[src/rtl/paddle_loc_pkg.sv]
// Shared types and defaults for the paddle-localization pipeline stages.
package paddle_loc_pkg;

   typedef enum logic {
      IDLE  = 1'b0,
      ACCUM = 1'b1
   } state_t;

   localparam int HIT_LEVEL_DEFAULT = 4095;
   localparam int MIN_COUNT_DEFAULT = 16;

   // Index width for a range of n values; never returns zero so degenerate sizes still elaborate.
   function automatic int width_of(input int n);
      return (n > 1) ? $clog2(n) : 1;
   endfunction

endpackage

[src/rtl/raster_counter.sv]
// Raster position of the current beat; restart forces this beat to (0,0).
module raster_counter
   import paddle_loc_pkg::*;
#(
   parameter int LINE_WIDTH   = 640,
   parameter int FRAME_HEIGHT = 480,
   parameter int X_W          = width_of(LINE_WIDTH),
   parameter int Y_W          = width_of(FRAME_HEIGHT)
) (
   input  logic           clk,
   input  logic           reset,
   input  logic           beat,
   input  logic           restart,
   output logic [X_W-1:0] x,
   output logic [Y_W-1:0] y,
   output logic           last
);

   localparam logic [X_W-1:0] X_LAST = X_W'(LINE_WIDTH - 1);
   localparam logic [Y_W-1:0] Y_LAST = Y_W'(FRAME_HEIGHT - 1);

   logic [X_W-1:0] x_q;
   logic [Y_W-1:0] y_q;

   // x/y are the coordinates of the beat presented this cycle, not of the next one.
   always_comb begin
      x    = restart ? '0 : x_q;
      y    = restart ? '0 : y_q;
      last = (x == X_LAST) && (y == Y_LAST);
   end

   always_ff @(posedge clk) begin
      if (reset) begin
         x_q <= '0;
         y_q <= '0;
      end else if (beat) begin
         if (x == X_LAST) begin
            x_q <= '0;
            y_q <= (y == Y_LAST) ? '0 : y + 1'b1;
         end else begin
            x_q <= x + 1'b1;
            y_q <= y;
         end
      end
   end

endmodule

[src/rtl/edge_bbox_tracker.sv]
// Accumulates the bounding box and hit count of edge pixels per frame and
// publishes box, centre and found flag one clock after the last pixel.
module edge_bbox_tracker
   import paddle_loc_pkg::*;
#(
   parameter int  LINE_WIDTH   = 640,
   parameter int  FRAME_HEIGHT = 480,
   parameter int  PIXEL_DEPTH  = 12,
   parameter int  HIT_LEVEL    = HIT_LEVEL_DEFAULT,
   parameter int  MIN_COUNT    = MIN_COUNT_DEFAULT,
   localparam int X_W          = width_of(LINE_WIDTH),
   localparam int Y_W          = width_of(FRAME_HEIGHT),
   localparam int CNT_W        = X_W + Y_W
) (
   input  logic                   clk,
   input  logic                   reset,
   input  logic                   valid_i,
   input  logic                   sof_i,
   input  logic [PIXEL_DEPTH-1:0] pixel_i,
   output logic                   bbox_valid_o,
   output logic                   found_o,
   output logic [X_W-1:0]         x_min_o,
   output logic [X_W-1:0]         x_max_o,
   output logic [Y_W-1:0]         y_min_o,
   output logic [Y_W-1:0]         y_max_o,
   output logic [X_W-1:0]         cx_o,
   output logic [Y_W-1:0]         cy_o,
   output logic [CNT_W-1:0]       count_o
);

   localparam logic [PIXEL_DEPTH-1:0] HIT_THR = PIXEL_DEPTH'(HIT_LEVEL);
   localparam logic [CNT_W:0]         MIN_CNT = (CNT_W + 1)'(MIN_COUNT);

   // Input has no back-pressure: a beat is any cycle with valid_i high, sof_i is only
   // meaningful on a beat, and cycles with valid_i low leave every register untouched.
   state_t state, state_next;
   logic   beat, restart, last;

   logic [X_W-1:0]   x, x_min_q, x_max_q, x_min_n, x_max_n;
   logic [Y_W-1:0]   y, y_min_q, y_max_q, y_min_n, y_max_n;
   logic [CNT_W-1:0] cnt_q, cnt_n, base_cnt;
   logic             hit, found_n;
   logic [X_W:0]     cx_sum;
   logic [Y_W:0]     cy_sum;

   raster_counter #(
      .LINE_WIDTH   (LINE_WIDTH),
      .FRAME_HEIGHT (FRAME_HEIGHT),
      .X_W          (X_W),
      .Y_W          (Y_W)
   ) u_raster (
      .clk     (clk),
      .reset   (reset),
      .beat    (beat),
      .restart (restart),
      .x       (x),
      .y       (y),
      .last    (last)
   );

   always_ff @(posedge clk) begin
      if (reset) state <= IDLE;
      else       state <= state_next;
   end

   always_comb begin
      state_next = state;
      if (beat) state_next = last ? IDLE : ACCUM;
   end

   always_comb begin
      restart = valid_i && sof_i;
      beat    = valid_i && ((state == ACCUM) || sof_i);
   end

   assign hit = pixel_i >= HIT_THR;

   // Merge this beat into the running box so the last pixel's own hit reaches the results.
   always_comb begin
      base_cnt = restart ? '0 : cnt_q;
      cnt_n    = base_cnt;
      x_min_n  = restart ? '0 : x_min_q;
      x_max_n  = restart ? '0 : x_max_q;
      y_min_n  = restart ? '0 : y_min_q;
      y_max_n  = restart ? '0 : y_max_q;
      if (hit) begin
         cnt_n = (&base_cnt) ? base_cnt : base_cnt + 1'b1;
         if (base_cnt == '0) begin
            x_min_n = x;
            x_max_n = x;
            y_min_n = y;
            y_max_n = y;
         end else begin
            if (x < x_min_n) x_min_n = x;
            if (x > x_max_n) x_max_n = x;
            if (y < y_min_n) y_min_n = y;
            if (y > y_max_n) y_max_n = y;
         end
      end
      found_n = {1'b0, cnt_n} >= MIN_CNT;
      cx_sum  = {1'b0, x_min_n} + {1'b0, x_max_n};
      cy_sum  = {1'b0, y_min_n} + {1'b0, y_max_n};
   end

   always_ff @(posedge clk) begin
      if (reset || (beat && last)) begin
         cnt_q   <= '0;
         x_min_q <= '0;
         x_max_q <= '0;
         y_min_q <= '0;
         y_max_q <= '0;
      end else if (beat) begin
         cnt_q   <= cnt_n;
         x_min_q <= x_min_n;
         x_max_q <= x_max_n;
         y_min_q <= y_min_n;
         y_max_q <= y_max_n;
      end
   end

   always_ff @(posedge clk) begin
      if (reset) begin
         bbox_valid_o <= 1'b0;
         found_o      <= 1'b0;
         x_min_o      <= '0;
         x_max_o      <= '0;
         y_min_o      <= '0;
         y_max_o      <= '0;
         cx_o         <= '0;
         cy_o         <= '0;
         count_o      <= '0;
      end else begin
         bbox_valid_o <= beat && last;
         if (beat && last) begin
            found_o <= found_n;
            count_o <= cnt_n;
            x_min_o <= found_n ? x_min_n : '0;
            x_max_o <= found_n ? x_max_n : '0;
            y_min_o <= found_n ? y_min_n : '0;
            y_max_o <= found_n ? y_max_n : '0;
            cx_o    <= found_n ? cx_sum[X_W:1] : '0;
            cy_o    <= found_n ? cy_sum[Y_W:1] : '0;
         end
      end
   end

endmodule
[config.mk]
export PLATFORM = sky130hd
export DESIGN_NAME = edge_bbox_tracker
export DESIGN_NICKNAME = d
export VERILOG_FILES = /design/src/rtl/paddle_loc_pkg.sv /design/src/rtl/raster_counter.sv /design/src/rtl/edge_bbox_tracker.sv
export SDC_FILE = /design/constraint.sdc
export NUM_CORES = 1
export LEC_CHECK = 0
export CAP_MARGIN = 20
export CORE_ASPECT_RATIO = 0.75
export CORE_UTILIZATION = 40
export DETAILED_ROUTE_END_ITERATION = 12
export PLACE_DENSITY_LB_ADDON = 0.08
export SLEW_MARGIN = 20
export SYNTH_ARGS = -nofsm -noshare
export SYNTH_HDL_FRONTEND = slang
export SYNTH_HIERARCHICAL = 1
export SYNTH_SLANG_ARGS = --single-unit
[constraint.sdc]
create_clock -name clk -period 7 [get_ports clk]
set_input_delay 0.7 -clock clk [delete_from_list [all_inputs] [get_ports clk]]
set_output_delay 0.7 -clock clk [all_outputs]
set_load 0.02 [all_outputs]
==> results of run 1 <==
==> worst reg2reg max path: stages (launching register included) <==
cell	delay [ns]
dfxtp_1	0.39
inv_1	0.10
nor2_1	0.39
ha_1	0.35
a21oi_1	0.17
a21boi_0	0.14
o41ai_1	0.55
nor2b_1	0.39
nor2_1	0.09
a21oi_1	0.56
inv_1	0.10
ha_1	0.24
a21o_1	0.16
a21oi_1	0.14
nor2_1	0.05
a311oi_1	0.53
o21ai_0	0.23
xnor2_1	0.23
o21ai_2	0.07
==> registers in the layout (all words and copies together), names as in the netlist, 10 cells and up <==
signal	cells
cnt_q	19
u_raster/x_q	10
count_o	19
x_min_o	10
x_min_q	10
x_max_q	10
cx_o	10
x_max_o	10
==> metal layers <==
metal  track usage (%)  up-vias
met3              6.49       22
met2              31.3      329
li1                  -     4257
met5                 0        -
met1              44.2     4116
met4              5.12        0
==> stage by stage <==
step	std cells	util, %
floorplan	1169	-
global placement	1500	45.8
detailed placement	1501	45.9
CTS	1533	48.4
global route	1533	48.4
finish	1533	48.4
==> cells in the mapped netlist (3+ instances only) <==
cell type	n
and3_1	11
or3_1	5
o31ai_1	6
dfxtp_1	155
buf_4	3
o21ai_1	31
o21ai_0	44
buf_1	3
nand2b_1	11
nand2_1	161
a21o_1	6
xnor2_1	16
and2_1	3
or4_1	4
nor2b_1	22
a211oi_1	41
xor2_1	10
o21ai_2	10
a32oi_1	5
nor3_1	21
a22oi_1	21
buf_6	5
nand4_1	25
buf_2	8
nor2_1	161
a41oi_1	4
o21a_1	6
ha_1	57
nand4b_1	4
a311oi_1	6
inv_1	49
a21oi_1	89
mux2i_1	6
clkbuf_1	58
and4_1	5
nor4_1	7
nand3_1	25
a31oi_1	7
o211ai_1	6
==> report_power, final <==
part | internal (uW) | switching [uW]
Combinational | 77.2 | 155
Sequential | 899 | 11.8
Clock | 495 | 398
Total | 1470 | 565
==> path summary, 6_finish.rpt <==
| check | cells after the start | slack, ns | end |
|---|---|---|---|
| setup / recovery | 20 | 1.25 | cx_o[6]$_SDFFE_PP0P_ |
| hold / removal | 2 | 0.45 | found_o$_SDFFE_PP0P_ |
| hold reg to reg | 2 | 0.45 | found_o$_SDFFE_PP0P_ |
| setup reg to reg | 18 | 1.99 | cx_o[6]$_SDFFE_PP0P_ |
==> cell type report <==
| type | instances | area [um2] |
|---|---|---|
| Sequential cell | 155 | 3100 |
| Inverter | 52 | 195 |
| Fill cell | 2197 | 11400 |
| Multi-Input combinational cell | 885 | 5360 |
| Tap cell | 294 | 368 |
| Timing Repair Buffer | 115 | 1100 |
| Clock buffer | 21 | 440 |
| Clock inverter | 11 | 110 |
==> logic make-up after synthesis <==
kind of cell / after synthesis / share of synthesized area (%)
adder cells (fa/ha/maj): 59 / 8.38
AND/OR/NAND/NOR: 484 / 25.6
AO/OA/AOI/OAI: 310 / 22.3
flip-flops: 155 / 34.5
XOR/XNOR: 26 / 2.53
multiplexers: 6 / 0.668
buffers and inverters: 129 / 6.04
==> metrics.csv, run 1 <==
stage,metric,value,unit
place,dpl cell area,10100,um2
critical_path,worst setup path class,in -> reg,
sta,RSZ-0062 raised after global routing,false,
critical_path,Critical Path Start Type,input pin,
finish,area grow syn2layout,18.8,%
detailed_routing,wire per inst,19.3,um
critical_path,worst path bufs/invs,3,
synthesis,Synth cell types,79,
outcome,status,finished clean,
detailed_routing,vias per cell,5.69,
floorplan,core footprint,22100,um2
global_routing,largest net degree at the start of global routing,59,
global_routing,number of global-route vias before repair,7815,
detailed_routing,met3 wire len,2.77,mm
detailed_routing,WL met2,10.3,mm
place,DP Worst Slack,0.964,ns
global_routing,GRT Total Usage,26.1,%
sta,max-slew violations,0,
critical_path,critical path arrival,6.06,ns
critical_path,reg-to-reg critical path startpoint,u_raster/x_q[8]$_SDFFE_PP0P_,
clock_tree,Clock Sinks,155,
finish,share of layout cells above drive strength 1,7.10,%
sta,Hold Slack,0.448,ns
clock_tree,"Setup Fix Bufs, Post-CTS",0,
synthesis,ys async rst share,0,%
critical_path,crit-path max FO,31,
floorplan,row cnt,47,
floorplan,number of top-level pins,94,
critical_path,Critical Path RT,7.31,ns
run,Max Cap Violations,0,
synthesis,synth warn,6,
clock_tree,post-CTS sizing,0,
finish,"commonest cells after routing, fill and taps aside","160 x nor2_1, 160 x nand2_1, 155 x dfxtp_1, 92 x clkdlybuf4s50_1, 89 x a21oi_1",
detailed_routing,drt drc,0,
detailed_routing,final WL,29.6,mm
finish,nets,1301,
sta,minimum clock period,5.75,ns
synthesis,Yosys top cell by area,dfxtp_1,
power,Pwr Density,191,nW/um2
finish,final cell area excluding filler cells,10700,um2
min_path,worst hold start,found_o$_SDFFE_PP0P_,
floorplan,die width,175,um
place,I/O Buffers,93,
sta,Worst-Margin Slew,0.979,ns
synthesis,ys flop type,dfxtp_1,
critical_path,CP Cell Sequence,clkdlybuf4s50_1 > nand2_2 > inv_2 > nor2_1 > ha_1 > a21oi_1 > a21boi_0 > o41ai_1 > nor2b_1 > nor2_1 > a21oi_1 > inv_1 > ha_1 > a21o_1 > a21oi_1 > nor2_1 > a311oi_1 > o21ai_0 > xnor2_1 > o21ai_2,
place,GP Congestion,0.882,
clock_tree,Max clock buf depth,2,
global_routing,initial antenna violation count,0,
floorplan,die area,23100,um2
floorplan,die height,132,um
sta,worst setup margin,1.25,ns
floorplan,Starting Density,40.7,%
synthesis,Yosys top cell area share,34.5,%
sta,Setup TNS Final,0,ns
detailed_routing,Top Metal Used,met4,
sta,fin crit share,82.1,%
detailed_routing,via count,8724,
synthesis,ranking of synthesized cells by area,"dfxtp_1 35%, ha_1 7.9%, nand2_1 6.7%",
min_path,HP Class,reg -> reg,
power,Leakage,0.00414,uW
clock_tree,total CTS buffers,17,
synthesis,post-synthesis sequential area ratio,34.5,%
synthesis,Seq cells post-synth,155,
global_routing,total gr overflow,0,
clock_tree,clk root buf,clkbuf_16,
clock_tree,H-tree Lvls,4,
critical_path,crit-path leading delay family,compound AO/OA/AOI/OAI gates,
detailed_routing,DR iter-0 viols,1004,
sta,final clock skew,0.00945,ns
synthesis,Mapped Cells,1169,
sta,endpoints failing hold,0,
power,overall power,2040,uW
clock_tree,TritonCTS clock tree,built,
global_routing,first-pass GRT wire length,46.3,mm
critical_path,Setup crit end kind,register,
detailed_routing,drt pass-1 iters,5,
synthesis,post-synthesis net count,1244,
finish,antenna cells,0,
critical_path,CP max-delay cell,clkdlybuf4s50_1,
clock_tree,"Clk Latency, worst-skew pair",0.44,ns
synthesis,synthesized area,8980,um2
clock_tree,register clock-pin slew on the reported worst setup and hold paths,0.07,ns
place,Detailed Place HPWL,21.4,mm
critical_path,worst setup path startpoint,valid_i,
sta,fmax,0.174,GHz
synthesis,Syn Area/Cell,7.69,um2
power,VDD IR max,0.158,mV
sta,Slew HR,34.1,%
clock_tree,CTS Hold Buffers Added,0,
critical_path,CP max stage delay,0.56,ns
detailed_routing,Final ANT Viol Nets,0,
synthesis,"EDFF count, synth",0,
detailed_routing,met1 WL,16.2,mm
sta,Final Setup Violations,0,
Power figures use the tool's default switching activity.
==> run 2: changes to the inputs <==
clock period = 4.9 ns   (was 7 ns; I/O delays follow)
==> metrics.csv, run 2 (synthesis results as in run 1) <==
stage,metric,value,unit
outcome,status,finished clean,
min_path,Hold EP,found_o$_SDFFE_PP0P_,
clock_tree,TritonCTS clock tree,built,
detailed_routing,drt drc,0,
critical_path,flop-to-flop setup slack,0.66,ns
sta,endpoints failing hold,0,
detailed_routing,final WL,30.7,mm
detailed_routing,drt pass-1 iters,5,
sta,Final Setup Violations,0,
critical_path,critical path arrival,4.98,ns
place,Detailed Place HPWL,23.1,mm
critical_path,worst path bufs/invs,9,
detailed_routing,Final ANT Viol Nets,0,
critical_path,CP max-delay cell,clkdlybuf4s50_1,
critical_path,Critical Path RT,5.23,ns
global_routing,GRT Total Usage,27.0,%
finish,final core occ,53.5,%
critical_path,crit-path max FO,25,
critical_path,Setup crit end kind,register,
clock_tree,Max clock buf depth,2,
detailed_routing,DR iter-0 viols,761,
sta,worst setup margin,0.257,ns
critical_path,Critical Path Start Type,input pin,
sta,fmax,0.215,GHz
sta,max-slew violations,0,
min_path,HP Class,reg -> reg,
critical_path,worst setup path class,in -> reg,
finish,"commonest cells after routing, fill and taps aside","160 x nor2_1, 160 x nand2_1, 155 x dfxtp_1, 145 x buf_4, 92 x clkdlybuf4s50_1",
power,Leakage,0.00485,uW
floorplan,core footprint,22100,um2
finish,share of layout cells above drive strength 1,17.0,%
floorplan,die area,23100,um2
detailed_routing,via count,9119,
clock_tree,total CTS buffers,17,
sta,fin crit share,94.8,%
sta,Worst-Margin Slew,0.852,ns
finish,antenna cells,0,
clock_tree,Clock Sinks,155,
floorplan,Starting Density,40.7,%
power,Pwr Density,262,nW/um2
critical_path,CP most frequent cell,buf_4,
sta,final clock skew,0.0132,ns
clock_tree,CTS Hold Buffers Added,0,
min_path,hold path depth,2,
global_routing,largest net degree at the start of global routing,85,
global_routing,first-pass GRT wire length,47.8,mm
critical_path,reg-to-reg critical path startpoint,u_raster/x_q[5]$_SDFFE_PP0P_,
floorplan,row cnt,47,
sta,Slew HR,43.2,%
finish,area grow syn2layout,31.4,%
finish,Regs by FF count,"cnt_q x19, count_o x19",
critical_path,crit-path leading delay family,buffers and inverters,
floorplan,die height,132,um
clock_tree,clk root buf,clkbuf_16,
power,overall power,3100,uW
min_path,worst hold start,found_o$_SDFFE_PP0P_,
place,DP Worst Slack,-0.279,ns
finish,nets,1430,
critical_path,R2R Path End,cx_o[6]$_SDFFE_PP0P_,
critical_path,reg2reg path depth,20,
run,Max Cap Violations,0,
sta,RSZ-0062 raised after global routing,true,
detailed_routing,vias per cell,5.49,
clock_tree,H-tree Lvls,4,
floorplan,die width,175,um
power,VDD IR max,0.245,mV
place,I/O Buffers,93,
global_routing,initial antenna violation count,0,
clock_tree,register clock-pin slew on the reported worst setup and hold paths,0.07,ns
sta,minimum clock period,4.64,ns
place,GP Congestion,0.902,
floorplan,number of top-level pins,94,
detailed_routing,wire per inst,18.5,um
clock_tree,"Clk Latency, worst-skew pair",0.44,ns
global_routing,total gr overflow,0,
global_routing,number of global-route vias before repair,8010,
critical_path,CP max stage delay,0.50,ns
run 2: cell types whose count changed in the layout (fill, tap and decap cells not counted), sizes merged:
| cell | previous run | this run |
|---|---|---|
| clkinv | 3 | 6 |
| clkbuf | 21 | 20 |
| clkinvlp | 3 | 0 |
| buf | 23 | 152 |
| bufinv | 1 | 2 |
run 2: cell type report:
type | instances | area [um2]
fillers | 2148 | 10200
multi-input cells | 885 | 5400
flip-flops and latches | 155 | 3100
repair buffers | 244 | 2130
clock buffers | 20 | 457
well taps | 294 | 368
inverters | 52 | 195
clock inverters | 12 | 156
run 2: power breakdown:
group | switching [uW] | internal [uW]
logic | 239 | 169
clock network | 590 | 795
registers | 19.0 | 1280
run 2: worst max-delay path by stage:
stage          depth (start not counted)  startpoint                    to
5_1_grt                               26     valid_i  cx_o[6]$_SDFFE_PP0P_
3_5_place_dp                          25     valid_i  cx_o[9]$_SDFFE_PP0P_
4_1_cts                               25     valid_i  cx_o[9]$_SDFFE_PP0P_
6_report                              26     valid_i  cx_o[6]$_SDFFE_PP0P_
3_3_place_gp                          24     valid_i  cx_o[9]$_SDFFE_PP0P_
2_1_floorplan                         25     valid_i  cx_o[7]$_SDFFE_PP0P_
run 2: metal layers:
layer  track usage, %  wire, um  part of all wire [%]  vias to the layer above
li1                 -         -                     -                     4525
met1             46.7     17300                    56                     4256
met2             31.2     10500                    34                      317
met3             6.72      2600                   8.5                       21
met4             5.41       294                  0.96                        0
met5                0         0                     0                        -
run 2: tightest hold or removal path, stage by stage, from the launching register on:
cell and delay, ns:
dfxtp_1 0.31, nand2_1 0.05, nand2_1 0.04
run 2: what timing repair did:
item / CTS / global route
setup buffers: 0 / 0
gates resized for setup: 0 / 17
setup endpoints to repair: 0 / 10
run 2: through the flow:
step | setup TNS, ns | hold WS (ns) | instances | cell area (um2)
after floorplan | 0 | 0.441 | 1169 | 9000
after global placement | -1.38 | 0.432 | 1629 | 11100
after detailed placement | -1.95 | 0.438 | 1629 | 11100
after CTS | 0 | 0.448 | 1661 | 11700
after global routing | -0.0548 | 0.465 | 1662 | 11800
final | 0 | 0.442 | 1662 | 11800
==> run 3: changes to the inputs <==
ABC_AREA = 1   (was unset)
==> metrics.csv, run 3 <==
stage,metric,value,unit
power,VDD IR max,0.252,mV
critical_path,Setup crit end kind,register,
run,Max Cap Violations,0,
global_routing,gr busiest metal,met1,
min_path,HP Class,reg -> reg,
power,Clk pwr share,43.2,%
detailed_routing,drt pass-1 iters,5,
floorplan,core footprint,24200,um2
global_routing,total gr overflow,0,
detailed_routing,final WL,31.1,mm
sta,RSZ-0062 raised after global routing,false,
detailed_routing,wire per inst,15.9,um
power,Leakage,0.00561,uW
global_routing,first-pass GRT wire length,49.0,mm
outcome,status,finished clean,
power,Pwr Density,276,nW/um2
floorplan,Starting Density,41.1,%
critical_path,Critical Path Start Type,input pin,
global_routing,GR Util met1,43.2,%
detailed_routing,DR iter-0 viols,881,
sta,Slew HR,45.0,%
floorplan,row cnt,49,
finish,share of layout cells above drive strength 1,9.00,%
sta,minimum clock period,4.36,ns
clock_tree,"Setup Fix Bufs, Post-CTS",0,
clock_tree,"Clk Latency, worst-skew pair",0.44,ns
sta,fin crit share,89.1,%
clock_tree,clk root buf,clkbuf_16,
synthesis,ys flop type,dfxtp_1,
floorplan,die area,25500,um2
detailed_routing,drt drc,0,
power,Reg power frac,40.4,%
finish,fin cells,1953,
clock_tree,Clock Sinks,155,
floorplan,number of top-level pins,94,
synthesis,Seq cells post-synth,155,
synthesis,most common cell in the synthesized netlist,nand2_1,
critical_path,worst setup path class,in -> reg,
clock_tree,register clock-pin slew on the reported worst setup and hold paths,0.07,ns
sta,Final Setup Violations,0,
synthesis,post-synthesis sequential area ratio,31.2,%
synthesis,ranking of synthesized cells by area,"dfxtp_1 31%, nand2_1 14%, inv_1 9.6%",
place,I/O Buffers,93,
clock_tree,Max clock buf depth,2,
power,combinational cell fraction of total power,16.4,%
floorplan,die height,139,um
global_routing,largest net degree at the start of global routing,76,
place,GP Congestion,0.904,
power,P_int,2250,uW
finish,area grow syn2layout,19.8,%
synthesis,Synth cell types,53,
sta,fmax,0.229,GHz
power,switching portion of total power,31.4,%
sta,endpoints failing hold,0,
place,Cells after DPL,1921,
sta,Worst-Margin Slew,0.825,ns
synthesis,synth warn,6,
finish,nets,1684,
global_routing,number of global-route vias before repair,8441,
detailed_routing,vias per cell,4.97,
synthesis,Mapped Cells,1520,
synthesis,post-synthesis net count,1595,
global_routing,GRT Total Usage,24.9,%
finish,antenna cells,0,
synthesis,Yosys top cell area share,31.2,%
synthesis,Yosys top cell by area,dfxtp_1,
clock_tree,total CTS buffers,17,
detailed_routing,Final ANT Viol Nets,0,
finish,"most common cell after layout, fill and taps aside",nand2_1,
sta,max-slew violations,0,
synthesis,ys async rst share,0,%
finish,"commonest cells after routing, fill and taps aside","376 x nand2_1, 253 x inv_1, 155 x dfxtp_1, 121 x nor2_1, 107 x a21oi_1",
critical_path,crit-path max FO,19,
clock_tree,CTS Hold Buffers Added,0,
sta,Setup TNS Final,0,ns
critical_path,Critical Path RT,5.27,ns
finish,Regs by FF count,"cnt_q x19, count_o x19",
synthesis,synthesized area,9950,um2
global_routing,initial antenna violation count,1,
clock_tree,H-tree Lvls,4,
critical_path,critical path arrival,4.73,ns
global_routing,met2 Usage GRT,28.5,%
global_routing,met3 usage,6.09,%
sta,final clock skew,0.0139,ns
clock_tree,post-CTS sizing,0,
power,switching power total,1030,uW
detailed_routing,via count,9703,
synthesis,"EDFF count, synth",0,
clock_tree,TritonCTS clock tree,built,
place,Detailed Place HPWL,23.6,mm
synthesis,most instantiated cells after synthesis,"376 x nand2_1, 254 x inv_1, 155 x dfxtp_1, 122 x nor2_1, 107 x a21oi_1",
synthesis,Syn Area/Cell,6.55,um2
floorplan,die width,184,um
-- run 3: final cells by class --
| cell class | count | area [um2] |
|---|---|---|
| clock buffers | 17 | 425 |
| clock inverters | 15 | 201 |
| fillers | 2457 | 12300 |
| inverters | 263 | 993 |
| multi-input cells | 1046 | 5570 |
| flip-flops and latches | 155 | 3100 |
| well taps | 331 | 414 |
| repair buffers | 126 | 1220 |
-- run 3: metal layers --
metal | vias to the layer above | wire length, um
li1 | 5014 | -
met1 | 4339 | 17800
met2 | 340 | 10400
met3 | 10 | 2640
met4 | 0 | 215
met5 | - | 0
-- run 3: worst paths after layout --
kind | cells past startpoint | start | endpoint | slack (ns)
setup / recovery | 24 | valid_i | cx_o[7]$_SDFFE_PP0P_ | 0.54
hold / removal | 2 | x_min_o[0]$_SDFFE_PP0P_ | x_min_o[0]$_SDFFE_PP0P_ | 0.46
setup reg to reg | 20 | u_raster/x_q[3]$_SDFFE_PP0P_ | cx_o[7]$_SDFFE_PP0P_ | 1.06
hold reg to reg | 2 | x_min_o[0]$_SDFFE_PP0P_ | x_min_o[0]$_SDFFE_PP0P_ | 0.46
-- run 3: cells by family (layout without fill, tap and decap cells) --
| group | after synthesis | count (layout) | synth area share (%) |
|---|---|---|---|
| simple gates | 683 | 683 | 30.9 |
| xor+xnor | 11 | 11 | 0.968 |
| compound gates | 291 | 291 | 16.3 |
| fa+ha+maj | 59 | 59 | 7.57 |
| buf+inv | 319 | 421 | 13.0 |
| mux | 2 | 2 | 0.201 |
| flops | 155 | 155 | 31.2 |
-- run 3: metrics by stage --
step                setup WS [ns]  hold WS [ns]  instance area (um2)  power (uW)  util (%)
CTS                         0.559         0.462                11900        3300      49.2
global route                0.139         0.478                11900        3430      49.2
global placement            0.149         0.439                11300        1880      46.6
floorplan                   0.409         0.445                 9950        1730         -
finish                      0.536         0.457                11900        3280      49.2
detailed placement         0.0862         0.440                11300        1880      46.6
-- run 3: power groups by stage --
stage	Sequential [uW]	Clock [uW]	Combinational [uW]
final	1330	1420	538
after CTS	1330	1440	531
after global routing	1330	1500	604
after global placement	1360	0	527
after floorplan	1350	0	381
after detailed placement	1360	0	528
-- run 3: worst max-delay path, cell delays in order --
cell and delay (ns):
clkdlybuf4s50_1 0.49, nand2_2 0.08, inv_4 0.22, inv_4 0.16, nand2_2 0.13, inv_1 0.10, ha_1 0.31, nand2_1 0.07
nor2_1 0.17, nand3_1 0.09, nand3_1 0.09, nand2_1 0.07, nand2_2 0.09, nand2_2 0.19, o21ai_0 0.48, ha_1 0.37
a21oi_1 0.19, o21ai_0 0.14, a21oi_1 0.17, nor2_1 0.07, o21ai_0 0.14, nand2_1 0.08, xor2_1 0.14, o21ai_0 0.16
